`src/rtl/sevenseg_scan_driver_if.sv`:
```
// Purpose: bus between the seven-segment scan driver, the glyph-select
//          logic (sevenseg_control) and the board pins.
// Signals:
//   enable      - 1 = scan display, 0 = dark and frozen
//   digit       - 5-bit glyph code for the current anode_count
//   anode_count - current digit slot index (0..3)
//   an          - anode enables, active-low, an[k] selects slot k
//   seg         - segments, active-low, seg[0]=a .. seg[6]=g
//   dp          - decimal point, active-low (always off)
// Modports: master = scan driver side, slave = controller/pin side.
interface sevenseg_scan_driver_if;
    logic       enable;
    logic [4:0] digit;
    logic [1:0] anode_count;
    logic [3:0] an;
    logic [6:0] seg;
    logic       dp;

    modport master (
        input  enable,
        input  digit,
        output anode_count,
        output an,
        output seg,
        output dp
    );

    modport slave (
        output enable,
        output digit,
        input  anode_count,
        input  an,
        input  seg,
        input  dp
    );
endinterface

```
`src/rtl/sevenseg_scan_driver.sv`:
```
// Purpose: time-multiplexed driver for a 4-digit common-anode seven-segment
//          display. It rotates anode_count, samples and decodes the glyph
//          code returned for that slot, and drives active-low anodes and
//          segments. Each slot starts with a blanking interval so that the
//          previous digit's segments never ghost onto the next anode.
// Ports:
//   CLK   - system clock
//   RESET - synchronous, active-high reset
//   bus   - sevenseg_scan_driver_if.master (enable, digit in;
//           anode_count, an, seg, dp out)
// Parameters:
//   REFRESH_DIV  - clock cycles per digit slot (4..2^20)
//   BLANK_CYCLES - all-anodes-off cycles at the start of a slot
//                  (1..REFRESH_DIV-2)
module sevenseg_scan_driver #(
    parameter int unsigned REFRESH_DIV  = 100000,
    parameter int unsigned BLANK_CYCLES = 1000
) (
    input  logic                   CLK,
    input  logic                   RESET,
    sevenseg_scan_driver_if.master bus
);

    localparam int unsigned CNT_W = (REFRESH_DIV > 1) ? $clog2(REFRESH_DIV) : 1;
    localparam logic [CNT_W-1:0] SLOT_LAST  = CNT_W'(REFRESH_DIV - 1);
    localparam logic [CNT_W-1:0] BLANK_LAST = CNT_W'(BLANK_CYCLES - 1);

    localparam logic [3:0] AN_OFF  = 4'hF;
    localparam logic [6:0] SEG_OFF = 7'h7F;

    typedef enum logic {
        ST_BLANK = 1'b0,
        ST_SHOW  = 1'b1
    } state_t;

    state_t           state;
    state_t           state_next;
    logic [CNT_W-1:0] slot_cnt;
    logic [CNT_W-1:0] slot_next;
    logic [1:0]       anode_cnt;
    logic [1:0]       anode_next;
    logic [3:0]       an_q;
    logic [3:0]       an_next;
    logic [6:0]       seg_q;
    logic [6:0]       seg_next;

    // Glyph code to active-low segment pattern, bit order g..a.
    function automatic logic [6:0] decode(input logic [4:0] code);
        logic [6:0] pat;
        case (code)
            5'd0:    pat = 7'h40;
            5'd1:    pat = 7'h79;
            5'd2:    pat = 7'h24;
            5'd3:    pat = 7'h30;
            5'd4:    pat = 7'h19;
            5'd5:    pat = 7'h12;
            5'd6:    pat = 7'h02;
            5'd7:    pat = 7'h78;
            5'd8:    pat = 7'h00;
            5'd9:    pat = 7'h10;
            5'd10:   pat = 7'h47;  // L
            5'd11:   pat = 7'h4F;  // I
            5'd12:   pat = 7'h2F;  // r
            5'd13:   pat = 7'h40;  // O
            5'd14:   pat = 7'h3F;  // -
            default: pat = SEG_OFF;
        endcase
        return pat;
    endfunction

    // State register together with the slot counter and registered pins.
    always_ff @(posedge CLK) begin
        if (RESET) begin
            state     <= ST_BLANK;
            slot_cnt  <= '0;
            anode_cnt <= 2'd0;
            an_q      <= AN_OFF;
            seg_q     <= SEG_OFF;
        end else begin
            state     <= state_next;
            slot_cnt  <= slot_next;
            anode_cnt <= anode_next;
            an_q      <= an_next;
            seg_q     <= seg_next;
        end
    end

    // Next-state: slot timing, slot rotation and blank/show phase.
    always_comb begin
        state_next = state;
        slot_next  = slot_cnt;
        anode_next = anode_cnt;
        if (!bus.enable) begin
            // Freeze rotation but restart the slot so re-enable begins blanked.
            state_next = ST_BLANK;
            slot_next  = '0;
        end else begin
            if (slot_cnt == SLOT_LAST) begin
                slot_next  = '0;
                anode_next = anode_cnt + 2'd1;
            end else begin
                slot_next = slot_cnt + CNT_W'(1);
            end
            case (state)
                ST_BLANK: if (slot_cnt == BLANK_LAST) state_next = ST_SHOW;
                ST_SHOW:  if (slot_cnt == SLOT_LAST)  state_next = ST_BLANK;
                default:  state_next = ST_BLANK;
            endcase
        end
    end

    // Output: next values of the registered anode and segment pins.
    // digit is sampled only on the BLANK->SHOW edge, so it has the whole
    // blank interval to settle and seg stays frozen throughout SHOW.
    always_comb begin
        an_next  = an_q;
        seg_next = seg_q;
        if (!bus.enable) begin
            an_next  = AN_OFF;
            seg_next = SEG_OFF;
        end else if (state == ST_BLANK && state_next == ST_SHOW) begin
            an_next  = ~(4'b0001 << anode_cnt);
            seg_next = decode(bus.digit);
        end else if (state_next == ST_BLANK) begin
            an_next = AN_OFF;
        end
    end

    assign bus.anode_count = anode_cnt;
    assign bus.an          = an_q;
    assign bus.seg         = seg_q;
    assign bus.dp          = 1'b1;

endmodule

```
`src/flat_wrapper.sv`:
```
// flat-port wrapper written by rule: the top's interface ports become plain ports
module sevenseg_scan_driver_flat 
#(
    parameter int unsigned REFRESH_DIV  = 100000,
    parameter int unsigned BLANK_CYCLES = 1000
)
  (CLK, RESET, bus_enable, bus_digit, bus_anode_count, bus_an, bus_seg, bus_dp);
  sevenseg_scan_driver_if bus_i ();
  input  logic CLK;
  input  logic RESET;
  input wire logic [$bits(bus_i.enable)-1:0] bus_enable;
  input wire logic [$bits(bus_i.digit)-1:0] bus_digit;
  output wire logic [$bits(bus_i.anode_count)-1:0] bus_anode_count;
  output wire logic [$bits(bus_i.an)-1:0] bus_an;
  output wire logic [$bits(bus_i.seg)-1:0] bus_seg;
  output wire logic [$bits(bus_i.dp)-1:0] bus_dp;
  assign bus_i.enable = bus_enable;
  assign bus_i.digit = bus_digit;
  assign bus_anode_count = bus_i.anode_count;
  assign bus_an = bus_i.an;
  assign bus_seg = bus_i.seg;
  assign bus_dp = bus_i.dp;
  sevenseg_scan_driver #(.REFRESH_DIV(REFRESH_DIV), .BLANK_CYCLES(BLANK_CYCLES)) u_core (.CLK(CLK), .RESET(RESET), .bus(bus_i));
endmodule
```
`config.mk`:
```
export PLATFORM = sky130hd
export DESIGN_NAME = sevenseg_scan_driver_flat
export DESIGN_NICKNAME = d
export VERILOG_FILES = /design/src/rtl/sevenseg_scan_driver_if.sv /design/src/rtl/sevenseg_scan_driver.sv /design/src/flat_wrapper.sv
export SDC_FILE = /design/constraint.sdc
export NUM_CORES = 1
export LEC_CHECK = 0
export BUFFER_PORTS_ARGS = -buffer_cell sky130_fd_sc_hd__buf_2
export CAP_MARGIN = 20
export CORE_UTILIZATION = 61
export DETAILED_ROUTE_END_ITERATION = 12
export GPL_TIMING_DRIVEN = 0
export PLACE_DENSITY = 0.84
export SETUP_SLACK_MARGIN = 0.3
export SYNTH_ARGS = -nofsm -noshare
export SYNTH_HDL_FRONTEND = slang
export SYNTH_SLANG_ARGS = --single-unit
```
`constraint.sdc`:
```
create_clock -name CLK -period 5 [get_ports CLK]
set_input_delay 0.5 -clock CLK [delete_from_list [all_inputs] [get_ports CLK]]
set_output_delay 0.5 -clock CLK [all_outputs]
set_load 0.02 [all_outputs]
```
Word-level counts from Yosys, hierarchy flattened
Memories as Yosys holds them, arrays and structs flattened.
Cells that the tools add are included.
{"block": "classes", "bitwise_logic": 3, "n_mux": 7, "shift": 1, "n_eq_ne": 3, "n_reduce_logical": 4, "addsub": 2}
{"operator": "$add A17 B1 Y17 const B", "count": 1}
{"operator": "$eq A17 B10 Y1 const B", "count": 1}
{"operator": "$eq A17 B17 Y1 const B", "count": 1}
{"operator": "$mux W4", "count": 2}
{"operator": "$mux W7", "count": 1}
{"operator": "$not A4 Y4", "count": 1}
{"operator": "$shl A1 B2 Y4 const A", "count": 1}
{"operator": "$mux W1", "count": 3}
{"operator": "$reduce_or A3 Y1", "count": 1}
{"operator": "$add A2 B1 Y2 const B", "count": 1}
{"operator": "$ne A2 B2 Y1 const B", "count": 1}
{"operator": "$not A1 Y1", "count": 2}
{"operator": "$pmux W1 S2", "count": 1}
{"operator": "$reduce_and A2 Y1", "count": 1}
{"operator": "$reduce_or A2 Y1", "count": 1}
{"operator": "$logic_and A1 B1 Y1", "count": 1}
{"block": "totals", "memories": 1, "word_cells": 26, "register_bits": 31, "romBits": 112, "out_inout_bits": 14}
{"name": "(name not given)", "depth": 16, "word_bits": 7, "read_ports": 1, "rd_clocked_by_memory_dff": 0, "write_ports": 0, "line": "sevenseg_scan_driver.sv:50", "text": "case (code)"}

Depth between registers and ports, before layout
Gate-level depths: netlist of run 1.
{"block": "logic_depth", "word_depth": 6, "mapped_depth": 6, "ltp_nobuf": 6}

Least setup slack after synthesis of run 1
Ideal clock, no wire load.
{"block": "synth_timing", "path_type": "register to register", "from": "reg u_core.slot_cnt[13]", "to": "reg u_core.seg_q[0], in the netlist u_core.bus.seg[0]", "t_arrival_ns": 2.017, "setup_ns": 0.072, "setup_slack_ns": 2.911, "t_required_ns": 4.928, "path_stages_with_launch": 5, "cell_sequence": "dfxtp_1 > or4_4 > or4b_4 > nor4_4 > mux2i_1"}
{"block": "synth_via", "elab_chain_len": 5, "word_cells_on_any_way": 7, "cone_classes": "2 x eq/ne; 4 x mux; 1 x reduce/logical"}
{"item": "start, declared", "line": "sevenseg_scan_driver.sv:38", "text": "logic [CNT_W-1:0] slot_cnt;"}
{"item": "start signal, assigned", "line": "sevenseg_scan_driver.sv:81", "text": "slot_cnt <= slot_next;"}
{"item": "$eq A17 B17 Y1 or $eq A17 B10 Y1 (tied branches)", "line": "sevenseg_scan_driver.sv:106, sevenseg_scan_driver.sv:105"}
{"item": "$mux W1 (on tied branches)", "line": "sevenseg_scan_driver.sv:106, sevenseg_scan_driver.sv:105"}
{"item": "$pmux W1 S2 *", "line": "sevenseg_scan_driver.sv:104", "text": "case (state)"}
{"item": "$mux W1 *", "line": "sevenseg_scan_driver.sv:93", "text": "if (!bus.enable) begin"}
{"item": "$logic_and A1 B1 Y1 *", "line": "sevenseg_scan_driver.sv:121", "text": "end else if (state == ST_BLANK && state_next == ST_SHOW) begin"}
{"item": "end signal, assigned", "line": "sevenseg_scan_driver.sv:84", "text": "seg_q <= seg_next;"}
{"item": "end, declared", "line": "sevenseg_scan_driver.sv:44", "text": "logic [6:0] seg_q;"}
Every way passes the cells marked *; elsewhere a longest branch is shown, timed or not.
A chain may end at the register's enable or synchronous reset.

Worst setup path after layout of run 1
{"block": "layout_timing", "from": "reg u_core.slot_cnt[0]", "to": "reg u_core.slot_cnt[5]"}
{"block": "layout_via", "elab_chain_len": 2, "word_cells_on_any_way": 3, "cone_classes": "1 x add/sub; 1 x eq/ne; 1 x reduce/logical"}
{"item": "branches (longest 2 deep; another with $add A17 B1 Y17)"}
Several ways; the timed one is not identified.

==> metrics.csv, run 1 <==
stage,metric,value,unit
setup_path,CP endpoint kind,flop,
clock_tree,post-CTS setup buffer count,0,
die,DIE AREA,2920,µm²
detailed_routing,Vias,1441,
setup_path,Critical Path Slowest Stage Cell,or4_2,
setup_path,critical path depth,6,
timing,clock skew,0.0138,ns
clock_tree,number of H-tree levels,2,
clock_tree,insertion delay to the later sink of the worst-skew pair,0.33,ns
clock_tree,CTS buffer count,5,
global_route,initial antenna violation count,0,
die,row count,18,
global_route,number of global-route vias before repair,1236,
synth,Syn Area/Cell,9.02,µm²
setup_path,WP data arrival,2.56,ns
detailed_routing,routed len/inst,14.6,µm
detailed_routing,Final ANT Viol Nets,0,
clock_tree,CTS max path bufs,2,
timing,RSZ-0062 raised after global routing,no,
clock_tree,hold-fix buffers at CTS,0,
power_and_ir_drop,pwr dens,234,nW/µm²
clock_tree,clk sinks,31,
die,Initial Utilization,65.4,%
setup_path,CP Buf/Inv Count,1,
global_route,largest net degree at the start of global routing,11,
finish,Total Nets Final,227,
clock_tree,CTS tree,done,
synth,ys flop type,dfxtp_1,
synth,Post-synth EDFFs,0,
power_and_ir_drop,Peak supply drop,0.328,mV
timing,Tcrit/Tclk final,46.9,%
detailed_routing,drt pass-1 iters,4,
synth,synthesized cell area,1650,µm²
synth,synthesized flop and latch total,31,
die,# IOs,22,
flow_run,Max Cap Viol,0,
clock_tree,Clock transition at path regs,0.10,ns
die,Die Y,54.0,µm
timing,final hold violations,0,
placement,Placed Area,1780,µm²
global_route,gr usage total,25.7,%
detailed_routing,DRT iter0 DRCs,32,
placement,Post-DP HPWL,2610,µm
setup_path,crit path cell chain,"ha_1, nand4_1, or4_2, nand2_1, buf_2, nor2_1",
finish,fin area,1840,µm²
die,Die Wd,54.0,µm
global_route,first-pass GRT wire length,5310,µm
setup_path,CP startpoint kind,flop,
finish,most frequent cells in the layout,"31 x dfxtp_1, 25 x nor2_1, 20 x buf_2",
detailed_routing,DR DRC count,0,
min_path,worst hold path class,primary input to flop,
synth,register area share after synthesis,37.6,%
finish,"commonest non-fill, non-tap cell in the layout",dfxtp_1,
setup_path,path type of the worst setup path,flop to flop,
finish,area grow syn2layout,11.4,%
setup_path,CP max stage delay,0.76,ns
timing,crit path time final,2.35,ns
clock_tree,Root Driver,clkbuf_4,
detailed_routing,DR vias/cell,6.03,
finish,share of layout cells above drive strength 1,18.2,%
timing,Slew headroom,37.8,%
die,Core ar.,2520,µm²
timing,post-route setup TNS,0,ns
setup_path,path depth of the worst reg2reg path,6,
min_path,hold path cells,2,
outcome,run status,completed,
finish,Antenna Cells,0,
timing,# setup viols final,0,
timing,Tightest Pin Transition,0.921,ns
synth,Yosys warnings,0,
timing,max-slew violation count,0,
synth,ys async rst share,0,%
timing,Max Clock Freq,426,MHz
placement,Port Buffers,19,
synth,syn_nets,201,
global_route,grt total ovfl,0,
detailed_routing,Total Wirelength,3490,µm
placement,Final GP Congestion,0.862,
setup_path,crit path max fanout,10,
synth,Synth cell types,43,
setup_path,critical path's top delay family,simple AND/OR/NAND/NOR gates,
setup_path,worst path required time,5.21,ns
clock_tree,post-CTS sizing,0,
synth,Gate Count Post-Synth,183,
power_and_ir_drop,Pleak,0.660,nW
## routing by layer
layer	GRT usage (%)	routed length (µm)	share of wire (%)	vias to the layer above
met5	0	0	0	-
met4	4.70	42	1.2	0
met3	8.47	143	4.1	7
met2	47.5	1810	52	35
met1	28.6	1490	43	686
li1	-	-	-	713
## synth_stat cells (5+ instances only)
library cell   n  share of area, %
xor2_1        10               5.3
nand3_1        5               1.5
nor3_1         7               2.1
clkbuf_1       5               1.1
ha_1          10               7.6
mux2i_1       10               6.1
o21ai_0        5               1.5
a21oi_1       10               3.0
nand4_1        8               3.0
nand2_1        8               1.8
inv_1          6               1.4
nor2_1        25               5.7
dfxtp_1       31                38
## where the power goes
group	internal [W]	switching, W	total (W)	leakage [nW]
clock network	0.0000651	0.0000841	0.000149	0.0341
registers	0.000247	0.000000784	0.000248	0.250
logic	0.0000127	0.0000199	0.0000326	0.376
total	0.000325	0.000105	0.000430	0.660
## area by class of cell
cell class,instances,area (µm²)
Multi-Input combinational cell,139,976
Inverter,6,22.5
Buffer,7,31.3
Clock inverter,1,5.00
Fill cell,199,683
Timing Repair Buffer,19,95.1
Sequential cell,31,621
Tap cell,30,37.5
Clock buffer,6,51.3
## state kept, by name (all words and copies together) (netlist names)
name	flops
u_core.bus.an	4
u_core.bus.anode_count	2
u_core.state	1
u_core.bus.seg	7
u_core.slot_cnt	17
## metrics by stage
step / hold WS (ns) / power (W) / setup WS (ns) / instances / util [%]
2_1_floorplan: 0.426 / 0.000276 / 2.91 / 183 / -
3_3_place_gp: 0.446 / 0.000284 / 2.76 / 232 / 70.7
3_5_place_dp: 0.457 / 0.000286 / 2.71 / 232 / 70.7
4_1_cts: 0.352 / 0.000433 / 2.70 / 239 / 72.9
5_1_grt: 0.344 / 0.000447 / 2.52 / 239 / 72.9
6_report: 0.365 / 0.000430 / 2.65 / 239 / 72.9
## kinds of logic after synthesis
| family | after synthesis | share of synthesized area, % |
|---|---|---|
| compound gates | 25 | 9.63 |
| buf+inv | 13 | 3.26 |
| xor+xnor | 12 | 6.37 |
| fa+ha+maj | 10 | 7.58 |
| mux | 12 | 8.11 |
| simple gates | 79 | 27.2 |
| other cells | 1 | 0.227 |
| flops | 31 | 37.6 |
## final timing paths
kind	start	to	slack, ns
max	u_core.slot_cnt[0]$_SDFF_PP0_	u_core.slot_cnt[5]$_SDFF_PP0_	2.65
min	RESET	u_core.bus.anode_count[0]$_SDFFE_PP0P_	0.37
max reg2reg	u_core.slot_cnt[0]$_SDFF_PP0_	u_core.slot_cnt[5]$_SDFF_PP0_	2.65
min reg2reg	u_core.slot_cnt[0]$_SDFF_PP0_	u_core.slot_cnt[0]$_SDFF_PP0_	0.48
(Power assumes the default switching activity.)
==> inputs of run 2 (changes only) <==
--- a/config.mk
+++ b/config.mk
@@ -7,10 +7,10 @@
 export LEC_CHECK = 0
 export BUFFER_PORTS_ARGS = -buffer_cell sky130_fd_sc_hd__buf_2
 export CAP_MARGIN = 20
-export CORE_UTILIZATION = 61
+export CORE_UTILIZATION = 56
 export DETAILED_ROUTE_END_ITERATION = 12
 export GPL_TIMING_DRIVEN = 0
-export PLACE_DENSITY = 0.84
+export PLACE_DENSITY = 0.78
 export SETUP_SLACK_MARGIN = 0.3
 export SYNTH_ARGS = -nofsm -noshare
 export SYNTH_HDL_FRONTEND = slang
==> constraint.sdc (replaced) <==
create_clock -name CLK -period 2.3 [get_ports CLK]
set_input_delay 0.23 -clock CLK [delete_from_list [all_inputs] [get_ports CLK]]
set_output_delay 0.23 -clock CLK [all_outputs]
set_load 0.02 [all_outputs]
==> metrics.csv, run 2 (synthesis gave the netlist of run 1 again) <==
stage,metric,value,unit,change
outcome,run status,completed,,unchanged
timing,RSZ-0062 raised after global routing,yes,,was no
global_route,initial antenna violation count,0,,unchanged
placement,Port Buffers,19,,unchanged
timing,Tcrit/Tclk final,89.4,%,was 46.9%
clock_tree,insertion delay to the later sink of the worst-skew pair,0.32,ns,was 0.33 ns
setup_path,WP data arrival,2.31,ns,was 2.56 ns
finish,most frequent cells in the layout,"28 x dfxtp_1, 25 x nor2_1, 19 x buf_2",,"was 31 x dfxtp_1, 25 x nor2_1, 20 x buf_2"
die,Die Y,56.3,µm,was 54.0 µm
placement,Placed Area,1790,µm²,was 1780 µm²
detailed_routing,DR DRC count,0,,unchanged
finish,area grow syn2layout,19.5,%,was 11.4%
finish,share of layout cells above drive strength 1,25.1,%,was 18.2%
timing,# setup viols final,0,,unchanged
finish,"commonest non-fill, non-tap cell in the layout",dfxtp_1,,unchanged
clock_tree,Clock transition at path regs,0.09,ns,was 0.10 ns
power_and_ir_drop,Peak supply drop,0.487,mV,was 0.328 mV
die,# IOs,22,,unchanged
clock_tree,CTS max path bufs,2,,unchanged
timing,Slew headroom,61.0,%,was 37.8%
detailed_routing,DRT iter0 DRCs,86,,was 32
die,DIE AREA,3170,µm²,was 2920 µm²
detailed_routing,Total Wirelength,3570,µm,was 3490 µm
finish,Total Nets Final,236,,was 227
setup_path,CP startpoint kind,flop,,unchanged
setup_path,crit path max fanout,5,,was 10
finish,multi-input logic area,1010,µm²,was 976 µm²
finish,max FFs per register,17,,unchanged
clock_tree,Root Driver,clkbuf_4,,unchanged
timing,post-route setup TNS,0,ns,unchanged
timing,max-slew violation count,0,,unchanged
setup_path,reg2reg start,u_core.slot_cnt[14]$_SDFF_PP0_,,was u_core.slot_cnt[0]$_SDFF_PP0_
die,Initial Utilization,59.3,%,was 65.4%
finish,fin area,1970,µm²,was 1840 µm²
flow_run,Max Cap Viol,0,,unchanged
setup_path,worst path required time,2.55,ns,was 5.21 ns
min_path,min-delay src,RESET,,unchanged
die,row count,19,,was 18
min_path,worst hold path class,primary input to flop,,unchanged
setup_path,Critical Path Slowest Stage Cell,or4_4,,was or4_2
setup_path,CP endpoint kind,flop,,unchanged
detailed_routing,routed len/inst,14.3,µm,was 14.6 µm
detailed_routing,DR vias/cell,5.88,,was 6.03
setup_path,path depth of the worst reg2reg path,5,,was 6
global_route,largest net degree at the start of global routing,11,,unchanged
timing,crit path time final,2.06,ns,was 2.35 ns
finish,Reg area,627,µm²,was 621 µm²
placement,Final GP Congestion,0.916,,was 0.862
global_route,first-pass GRT wire length,5860,µm,was 5310 µm
timing,final hold violations,0,,unchanged
finish,Fillers,219,,was 199
finish,Antenna Cells,0,,unchanged
timing,Tightest Pin Transition,0.570,ns,was 0.921 ns
die,Core ar.,2780,µm²,was 2520 µm²
detailed_routing,Final ANT Viol Nets,0,,unchanged
setup_path,CP max stage delay,0.55,ns,was 0.76 ns
placement,Post-DP HPWL,2460,µm,was 2610 µm
clock_tree,hold-fix buffers at CTS,0,,unchanged
clock_tree,number of H-tree levels,2,,unchanged
setup_path,path type of the worst setup path,flop to flop,,unchanged
timing,clock skew,0.00502,ns,was 0.0138 ns
detailed_routing,drt pass-1 iters,4,,unchanged
finish,Reg with most FFs,u_core.slot_cnt,,unchanged
setup_path,Crit. Startpoint,u_core.slot_cnt[14]$_SDFF_PP0_,,was u_core.slot_cnt[0]$_SDFF_PP0_
min_path,hold path cells,2,,unchanged
clock_tree,CTS tree,done,,unchanged
timing,Max Clock Freq,486,MHz,was 426 MHz
global_route,number of global-route vias before repair,1390,,was 1236
die,Die Wd,56.3,µm,was 54.0 µm
power_and_ir_drop,pwr dens,491,nW/µm²,was 234 nW/µm²
setup_path,crit path cell chain,"or4_4, or4b_4, nor4_4, buf_4, mux2i_1",,"was ha_1, nand4_1, or4_2, nand2_1, buf_2, nor2_1"
power_and_ir_drop,Pleak,0.716,nW,was 0.660 nW
global_route,gr usage total,23.4,%,was 25.7%
power_and_ir_drop,Design Power,0.000969,W,was 0.000430 W
clock_tree,clk sinks,31,,unchanged
clock_tree,CTS buffer count,5,,unchanged
detailed_routing,Vias,1470,,was 1441
timing,Min Hold Slack,0.0907,ns,was 0.365 ns
global_route,grt total ovfl,0,,unchanged
-- run 2: changes by cell type in the layout (fill, tap and decap cells not counted), sizes merged --
cell,previous run,this run
buf,21,30
clkbuf,11,13
clkinv,1,0
-- run 2: critical path: cells and delay by family, from the launching register on --
kind | cells | cell delay [ns]
simple gates | 3 | 1.25
flops | 1 | 0.35
mux | 1 | 0.20
buf+inv | 1 | 0.19
-- run 2: final timing paths --
path / to / slack (ns)
max reg2reg: u_core.bus.seg[4]$_SDFFE_PP1P_ / 0.24
min reg2reg: u_core.slot_cnt[0]$_SDFF_PP0_ / 0.49
max: u_core.bus.seg[4]$_SDFFE_PP1P_ / 0.24
min: u_core.bus.anode_count[1]$_SDFFE_PP0P_ / 0.09
-- run 2: timing repair --
item | CTS | global route
pin swaps | 3 | 7
setup buffers | 6 | 3
gates resized for setup | 6 | 6
endpoints found under the setup margin | 23 | 30
-- run 2: metal layers --
| metal | track usage, % | routed length (µm) | up-vias |
|---|---|---|---|
| met1 | 28.5 | 1540 | 685 |
| li1 | - | - | 731 |
| met5 | 0 | 0 | - |
| met3 | 5.07 | 143 | 11 |
| met4 | 8.36 | 67 | 0 |
| met2 | 40.6 | 1820 | 43 |
-- run 2: per-stage QoR --
stage / cells / util, % / worst slack [ns]
floorplan: 183 / - / 0.223
global placement: 233 / 64.4 / 0.115
detailed placement: 233 / 64.4 / 0.0808
CTS: 247 / 69.1 / 0.142
global route: 250 / 70.9 / 0.133
finish: 250 / 70.9 / 0.244
-- run 2: area by class of cell --
type | count | share of cell area [%]
Multi-Input combinational cell | 139 | 51.5
Clock buffer | 8 | 3.49
Tap cell | 31 | 1.97
Sequential cell | 31 | 31.8
Buffer | 7 | 1.71
Timing Repair Buffer | 28 | 8.44
Inverter | 6 | 1.14
-- run 2: power by group --
part	switching (W)	internal [W]	total [W]
Sequential	0.00000156	0.000537	0.000538
Combinational	0.0000447	0.0000291	0.0000738
Clock	0.000177	0.000180	0.000357
Total	0.000223	0.000746	0.000969
